### src/rtl/ps2_pkg.sv
// Shared PS/2 receiver definitions: FSM encoding, frame geometry, bit positions.
// Latency: n/a (constants and a pure function).
// Backpressure: n/a.
package ps2_pkg;

    typedef enum logic [1:0] {
        ST_IDLE  = 2'd0,
        ST_RX    = 2'd1,
        ST_CHECK = 2'd2
    } ps2_state_e;

    localparam int FRAME_BITS = 11;             // start + 8 data + parity + stop
    localparam int DATA_BITS  = 8;
    localparam int SHIFT_BITS = FRAME_BITS - 1; // start bit is consumed by IDLE
    localparam int PAR_POS    = 8;
    localparam int STOP_POS   = 9;

    // Odd parity holds when data plus parity carry an odd number of ones.
    function automatic logic odd_parity_ok(input logic [SHIFT_BITS-1:0] sh);
        return ^sh[PAR_POS:0];
    endfunction

endpackage

### src/rtl/ps2_rx_fifo.sv
// First-word-fall-through byte FIFO for received scancodes.
// Latency: push visible on rd_data/count one cycle later; pop updates head next cycle.
// Backpressure: push dropped when full unless a pop happens in the same cycle.
module ps2_rx_fifo #(
    parameter  int FIFO_DEPTH = 16,
    localparam int AW         = $clog2(FIFO_DEPTH)
) (
    input  logic          clk,
    input  logic          reset,
    input  logic          wr_en,
    input  logic [7:0]    wr_data,
    input  logic          rd_en,
    output logic [7:0]    rd_data,
    output logic          empty,
    output logic          full,
    output logic [AW:0]   count
);

    logic [7:0]  mem_q [FIFO_DEPTH];
    logic [AW:0] wr_ptr_q, wr_ptr_d;
    logic [AW:0] rd_ptr_q, rd_ptr_d;
    logic        do_pop;
    logic        do_push;

    assign empty   = (wr_ptr_q == rd_ptr_q);
    assign full    = (wr_ptr_q[AW] != rd_ptr_q[AW]) &&
                     (wr_ptr_q[AW-1:0] == rd_ptr_q[AW-1:0]);
    assign count   = wr_ptr_q - rd_ptr_q;
    assign rd_data = mem_q[rd_ptr_q[AW-1:0]];

    // A pop frees a slot in the same cycle, so a full FIFO still takes the push.
    always_comb begin
        do_pop   = rd_en && !empty;
        do_push  = wr_en && (!full || do_pop);
        wr_ptr_d = wr_ptr_q + (do_push ? 1'b1 : 1'b0);
        rd_ptr_d = rd_ptr_q + (do_pop  ? 1'b1 : 1'b0);
    end

    // Pointer registers; extra MSB distinguishes full from empty.
    always_ff @(posedge clk or negedge reset) begin
        if (!reset) begin
            wr_ptr_q <= '0;
            rd_ptr_q <= '0;
        end else begin
            wr_ptr_q <= wr_ptr_d;
            rd_ptr_q <= rd_ptr_d;
        end
    end

    // Storage is cleared on reset so the head reads zero while empty.
    always_ff @(posedge clk or negedge reset) begin
        if (!reset) begin
            for (int i = 0; i < FIFO_DEPTH; i++) begin
                mem_q[i] <= '0;
            end
        end else if (do_push) begin
            mem_q[wr_ptr_q[AW-1:0]] <= wr_data;
        end
    end

endmodule

### src/rtl/ps2_receiver.sv
// PS/2 device-to-host receiver: sync, glitch filter, 11-bit deframer, checks, FWFT FIFO.
// Latency: stop-bit edge N -> status pulse N+1 -> rx_valid/count N+2.
// Backpressure: none on the bus; a good byte arriving at a full FIFO is dropped and flagged.
module ps2_receiver
    import ps2_pkg::*;
#(
    parameter  int FILTER_LEN = 8,
    parameter  int FIFO_DEPTH = 16,
    parameter  int TIMEOUT    = 50000,
    localparam int CW         = $clog2(FIFO_DEPTH) + 1,
    localparam int TW         = $clog2(TIMEOUT)
) (
    input  logic          clk,
    input  logic          reset,
    input  logic          ps2d,
    input  logic          ps2c,
    input  logic          rd_en,
    input  logic          clr_overflow,
    output logic [7:0]    rx_data,
    output logic          rx_valid,
    output logic [CW-1:0] count,
    output logic          rx_done_tick,
    output logic          err_parity,
    output logic          err_frame,
    output logic          overflow
);

    logic                  c_meta_q, c_sync_q;
    logic                  d_meta_q, d_sync_q;
    logic [FILTER_LEN-1:0] filt_q;
    logic                  f_val_q, f_val_d;
    logic                  neg_edge;

    ps2_state_e            state_q, state_d;
    logic [3:0]            bit_cnt_q, bit_cnt_d;
    logic [TW-1:0]         timer_q, timer_d;
    logic [SHIFT_BITS-1:0] shift_q, shift_d;

    logic                  fifo_wr;
    logic                  fifo_empty;
    logic                  fifo_full;
    logic                  ovf_set;
    logic                  ovf_q, ovf_d;

    // Two-flop synchronisers; idle-high reset so no false start after reset.
    always_ff @(posedge clk or negedge reset) begin
        if (!reset) begin
            c_meta_q <= 1'b1;
            c_sync_q <= 1'b1;
            d_meta_q <= 1'b1;
            d_sync_q <= 1'b1;
        end else begin
            c_meta_q <= ps2c;
            c_sync_q <= c_meta_q;
            d_meta_q <= ps2d;
            d_sync_q <= d_meta_q;
        end
    end

    // Clock filter: a level is only accepted after FILTER_LEN identical samples.
    always_comb begin
        f_val_d = f_val_q;
        if (&filt_q) begin
            f_val_d = 1'b1;
        end else if (~|filt_q) begin
            f_val_d = 1'b0;
        end
    end

    assign neg_edge = f_val_q & ~f_val_d;

    // Filter shift register and accepted clock level.
    always_ff @(posedge clk or negedge reset) begin
        if (!reset) begin
            filt_q  <= '1;
            f_val_q <= 1'b1;
        end else begin
            filt_q  <= {c_sync_q, filt_q[FILTER_LEN-1:1]};
            f_val_q <= f_val_d;
        end
    end

    // Deframer next-state, status pulses and FIFO write request.
    always_comb begin
        state_d      = state_q;
        bit_cnt_d    = bit_cnt_q;
        timer_d      = timer_q;
        shift_d      = shift_q;
        fifo_wr      = 1'b0;
        rx_done_tick = 1'b0;
        err_parity   = 1'b0;
        err_frame    = 1'b0;
        ovf_set      = 1'b0;
        case (state_q)
            ST_IDLE: begin
                if (neg_edge && !d_sync_q) begin
                    state_d   = ST_RX;
                    bit_cnt_d = '0;
                    timer_d   = '0;
                end
            end
            ST_RX: begin
                if (neg_edge) begin
                    shift_d   = {d_sync_q, shift_q[SHIFT_BITS-1:1]};
                    bit_cnt_d = bit_cnt_q + 4'd1;
                    timer_d   = '0;
                    if (bit_cnt_q == 4'(SHIFT_BITS - 1)) begin
                        state_d = ST_CHECK;
                    end
                end else if (timer_q == TW'(TIMEOUT - 1)) begin
                    // Clock stalled mid-frame: abandon it.
                    err_frame = 1'b1;
                    state_d   = ST_IDLE;
                end else begin
                    timer_d = timer_q + 1'b1;
                end
            end
            ST_CHECK: begin
                state_d = ST_IDLE;
                if (!shift_q[STOP_POS]) begin
                    err_frame = 1'b1;
                end else if (!odd_parity_ok(shift_q)) begin
                    err_parity = 1'b1;
                end else if (fifo_full && !rd_en) begin
                    ovf_set = 1'b1;
                end else begin
                    fifo_wr      = 1'b1;
                    rx_done_tick = 1'b1;
                end
            end
            default: begin
                state_d = ST_IDLE;
            end
        endcase
    end

    // Deframer state registers.
    always_ff @(posedge clk or negedge reset) begin
        if (!reset) begin
            state_q   <= ST_IDLE;
            bit_cnt_q <= '0;
            timer_q   <= '0;
            shift_q   <= '0;
        end else begin
            state_q   <= state_d;
            bit_cnt_q <= bit_cnt_d;
            timer_q   <= timer_d;
            shift_q   <= shift_d;
        end
    end

    // Sticky overflow; a new drop beats a simultaneous clear.
    always_comb begin
        ovf_d = ovf_q;
        if (ovf_set) begin
            ovf_d = 1'b1;
        end else if (clr_overflow) begin
            ovf_d = 1'b0;
        end
    end

    // Overflow flag register.
    always_ff @(posedge clk or negedge reset) begin
        if (!reset) begin
            ovf_q <= 1'b0;
        end else begin
            ovf_q <= ovf_d;
        end
    end

    assign overflow = ovf_q;
    assign rx_valid = !fifo_empty;

    ps2_rx_fifo #(
        .FIFO_DEPTH (FIFO_DEPTH)
    ) u_fifo (
        .clk     (clk),
        .reset   (reset),
        .wr_en   (fifo_wr),
        .wr_data (shift_q[DATA_BITS-1:0]),
        .rd_en   (rd_en),
        .rd_data (rx_data),
        .empty   (fifo_empty),
        .full    (fifo_full),
        .count   (count)
    );

endmodule

### config.mk
export PLATFORM = sky130hd
export DESIGN_NAME = ps2_receiver
export DESIGN_NICKNAME = d
export VERILOG_FILES = /design/src/rtl/ps2_pkg.sv /design/src/rtl/ps2_rx_fifo.sv /design/src/rtl/ps2_receiver.sv
export SDC_FILE = /design/constraint.sdc
export NUM_CORES = 1
export LEC_CHECK = 0
export BUFFER_PORTS_ARGS = -buffer_cell sky130_fd_sc_hd__buf_2
export CORE_MARGIN = 10
export CORE_UTILIZATION = 63
export CTS_CLUSTER_SIZE = 25
export DETAILED_ROUTE_END_ITERATION = 10
export PLACE_DENSITY = 0.8
export SYNTH_ARGS = -nofsm -noshare
export SYNTH_HDL_FRONTEND = slang
export SYNTH_SLANG_ARGS = --single-unit
### constraint.sdc
create_clock -name clk -period 4.59 [get_ports clk]
set_input_delay 1.377 -clock clk [delete_from_list [all_inputs] [get_ports clk]]
set_output_delay 1.377 -clock clk [all_outputs]
set_load 0.005 [all_outputs]
==> results.md <==
| Group | Quantity | Reported |
|:---|:---|:---|
| status | Outcome | complete, no violations |
| cts | Number of sinks on the clock net | 184 |
| cts | Root Buffer Master | clkbuf_16 |
| synthesis | Number of synthesized flops with an enable pin | 0 |
| routing | Initial DRT Pass Iterations | 5 |
| min path | Number of stages on the worst hold path | 0 |
| layout | Area of the multi-input gates | 4100 µm² |
| floorplan | Core area | 13900 µm² |
| routing | Remaining antenna violation count after routing | 0 |
| synthesis | Synth warnings | 0 |
| cts | Clock tree from TritonCTS | yes |
| routing | Overall via count from detail_route | 5272 |
| power | Cell-internal power | 0.00267 W |
| routing | Amount of wire on met2 after detailed routing | 9.00 mm |
| critical path | Worst-path fanout max | 18 |
| layout | Area taken by flip-flops and latches | 4620 µm² |
| global routing | Total gr overflow | 0 |
| cts | Register clock-pin slew on the reported worst setup and hold paths | 70 ps |
| synthesis | Ys async rst share | 100% |
| global routing | Antenna violations before repair | 0 |
| layout | Number of nets in the finished design | 658 |
| global routing | Number of global-route vias before repair | 5463 |
| floorplan | Area enclosed by the die boundary | 19400 µm² |
| routing | WL met1 | 7.94 mm |
| timing | Slew margin rel. | 21.9% |
| placement | Post-detailed-placement half-perimeter wirelength | 12.1 mm |
| cts | Number of buffers inserted for hold repair after clock tree synthesis | 0 |
| layout | Diode count | 0 |
| routing | Amount of wire on met3 after detailed routing | 830 µm |
| synthesis | Number of nets produced by synthesis | 650 |
| floorplan | Ports placed on the boundary | 24 |
| floorplan | Width of the die | 139 µm |
| floorplan | Initial standard-cell utilization of the core | 64.4% |
| critical path | Startpoint class of the critical path | flop |
| placement | Global placer's final weighted congestion | 0.833 |
| timing | Hold slack | 358 ps |
| layout | Most common cell after layout, fill and taps aside | dfrtp_1 |
| timing | Number of pins with negative max-slew slack in the final report | 0 |
| global routing | Total track usage | 19.3% |
| power | P_leak | 4.81 nW |
| routing | DRC errors left | 0 |
| timing | Setup ws final | 593 ps |
| routing | Uppermost layer routed | met4 |
| synthesis | Post-synth cell types | 56 |
| critical path | Worst Path Class, Setup | flop to output port |
| cts | Depth of the CTS H-tree | 4 |
| critical path | CP cell instances | buf_12 > mux4_2 > mux4_2 > buf_2 |
| timing | Fin crit period | 4000 ps |
| placement | Number of buffers inserted by port buffering | 23 |
| critical path | Critical path endpoint category | output port |
| cts | Worst-skew pair later-pin latency | 430 ps |
| layout | Count of placed standard cells in the final layout, fillers left out | 830 |
| layout | Area growth from synthesis to layout | 8.95% |
| power | Overall power of the completed layout | 0.00365 W |
| synthesis | Post-synthesis cell area | 8980 µm² |
| critical path | Data arrival time of the critical path | 2620 ps |
| timing | Slew at the pin with the worst max-slew slack | 1170 ps |
| synthesis | Mean post-synth cell area | 14.3 µm² |
| timing | Sum of negative setup slack | 0 ps |
| power | Switching share of power | 26.8% |
| floorplan | Row count | 43 |
| synthesis | Top flip-flop cell by instance count after synthesis | dfrtp_1 |
| timing | Crit share post-route | 87.1% |
| cts | Cts bufs inserted | 17 |
| power | Combinational share of power | 14.1% |
| placement | Worst setup slack before clock tree synthesis | 1020 ps |
| flow run | Max capacitance violation total | 0 |
| critical path | Crit path max-delay cell type | dfrtp_2 |
| routing | Starting DRT DRC Count | 293 |
| power | Part of the total power dissipated in sequential elements | 47.8% |
| power | Power dissipated by switching net loads | 0.000979 W |
| min path | Worst hold-check path type | flop to flop |
| critical path | Worst R2R Setup Slack | 1140 ps |
| critical path | Depth of the worst register-to-register path | 8 |
| cts | CTS resizes | 0 |
| layout | # fillers | 887 |
| critical path | Required time reported for the critical path endpoint | 3210 ps |
| routing | Via density per instance | 6.35 |
| timing | Worst clock skew | 8.34 ps |
| critical path | Most common cell type on the critical path | mux4_2 |
| synthesis | Yosys reg bits | 184 |
| timing | Final setup fails | 0 |
| timing | FMAX | 0.250 GHz |
| cts | CTS Buffer Depth | 2 |
| synthesis | Post-synthesis sequential area ratio | 51.5% |
| synthesis | Syn Inst Count | 629 |
| timing | Setup repair after global routing missed its margin | no |
| global routing | Largest net degree at the start of global routing | 101 |
| layout | Top library cells by usage in the layout, fill and taps aside | 170 x dfrtp_1, 107 x mux2_2, 40 x mux4_2, 32 x mux2_4, 22 x buf_2 |
| layout | Proportion of layout cells with a drive suffix above 1 | 41.2% |
| cts | Post-CTS repair timing setup buffer count | 0 |
| routing | Sum of routed wire length over all layers | 18.1 mm |
| timing | Final hold viol count | 0 |
| routing | Routed len/inst | 21.8 µm |
| placement | Instance count after placement with tap cells included | 798 |
| power | VDD IR-drop max | 320 µV |
| power | Total power density per cell area | 373 nW/µm² |
| floorplan | Vertical extent of the die | 139 µm |
| critical path | Crit-path max cell delay | 750 ps |
| global routing | Wire length of the first global-routing pass | 30.1 mm |
| power | Clock network power share | 38.1% |
==> worst paths after layout <==
kind,start,endpoint
max reg2reg,u_fifo.rd_ptr_q[2],u_fifo.mem_q[112]
max,u_fifo.rd_ptr_q[0],rx_data[6]
min,c_sync_q,filt_q[7]
min reg2reg,c_sync_q,filt_q[7]
min in group asynchronous,reset,u_fifo.mem_q[56]
max in group asynchronous,reset,u_fifo.mem_q[69]
==> cells in the mapped netlist (2+ instances only) <==
cell       number  area share (%)
dfrtp_1       171              48
mux2_2        107              13
mux4_2         40              10
mux2_4         32             5.4
clkbuf_1       23            0.96
nand3_1        21             1.2
nand2_1        20            0.84
inv_1          19            0.79
ha_1           14             2.0
dfstp_2        13             3.8
nor2_1         12            0.50
o21ai_0        12            0.67
a21oi_1        10            0.56
nand4_1        10            0.70
xnor2_1        10            0.98
and3_1          7            0.49
a31oi_1         6            0.42
buf_1           6            0.25
buf_2           6            0.33
nor3_1          6            0.33
nor3_4          6             1.1
nor4_1          6            0.42
a211o_1         5            0.49
a21o_1          5            0.42
or3_1           5            0.35
xor2_1          5            0.49
nand2b_1        4            0.28
or4_1           4            0.33
and2_1          3            0.21
clkbuf_2        3            0.17
nor3b_1         3            0.25
nor4_4          3            0.71
o31ai_1         3            0.25
a41oi_1         2            0.20
and4_1          2            0.20
buf_6           2            0.25
nand3b_1        2            0.17
nor4bb_1        2            0.22
o2bb2ai_1       2            0.20
==> cell families after synthesis <==
| family | share of synthesized area (%) |
|---|---|
| compound gates | 3.89 |
| fa+ha+maj | 2.17 |
| xor+xnor | 1.98 |
| simple gates | 8.52 |
| flops | 51.5 |
| buf+inv | 2.89 |
| mux | 29.1 |
==> final cells by class <==
cell class                 count  share of cell area, %
clock buffer                  20                   4.90
clock inverter                12                  0.844
inverter                      20                  0.768
multi-input combinational    384                   41.9
sequential                   184                   47.3
tap                          180                   2.30
timing repair buffer          30                   2.03
==> metal layers <==
| layer | vias to the layer above | global-route usage [%] |
|---|---|---|
| li1 | 2362 | - |
| met1 | 2754 | 25.6 |
| met2 | 126 | 30.7 |
| met3 | 30 | 4.12 |
| met4 | 0 | 6.92 |
| met5 | - | 0 |
==> worst max-delay path: cells and delay by family (launching register included) <==
family	cells	cell delay [ps]
muxes	2	1000
buffers and inverters	2	410
DFF	1	750
==> metrics by stage <==
stage	util [%]	instance area [µm²]
2_1_floorplan	-	8980
3_3_place_gp	66.1	9220
3_5_place_dp	66.1	9220
4_1_cts	70.2	9780
5_1_grt	70.2	9780
6_report	70.2	9780
==> power by group through the flow <==
stage                     Clock, W  Sequential, W  Combinational (W)
after floorplan                  0        0.00171           0.000410
after global placement           0        0.00177           0.000511
after detailed placement         0        0.00178           0.000527
after CTS                  0.00141        0.00175           0.000530
after global routing       0.00148        0.00176           0.000566
final                      0.00139        0.00174           0.000516
==> registers in the layout, summed over array words and instances (netlist names) <==
name,cells
bit_cnt_q,4
c_sync_q,1
state_q,2
d_meta_q,1
u_fifo.mem_q,128
timer_q,16
f_val_q,1
u_fifo.rd_ptr_q,5
c_meta_q,1
filt_q,8
d_sync_q,1
shift_q,10
overflow,1
u_fifo.wr_ptr_q,5
Note: power is estimated with default switching activity, not from simulation.
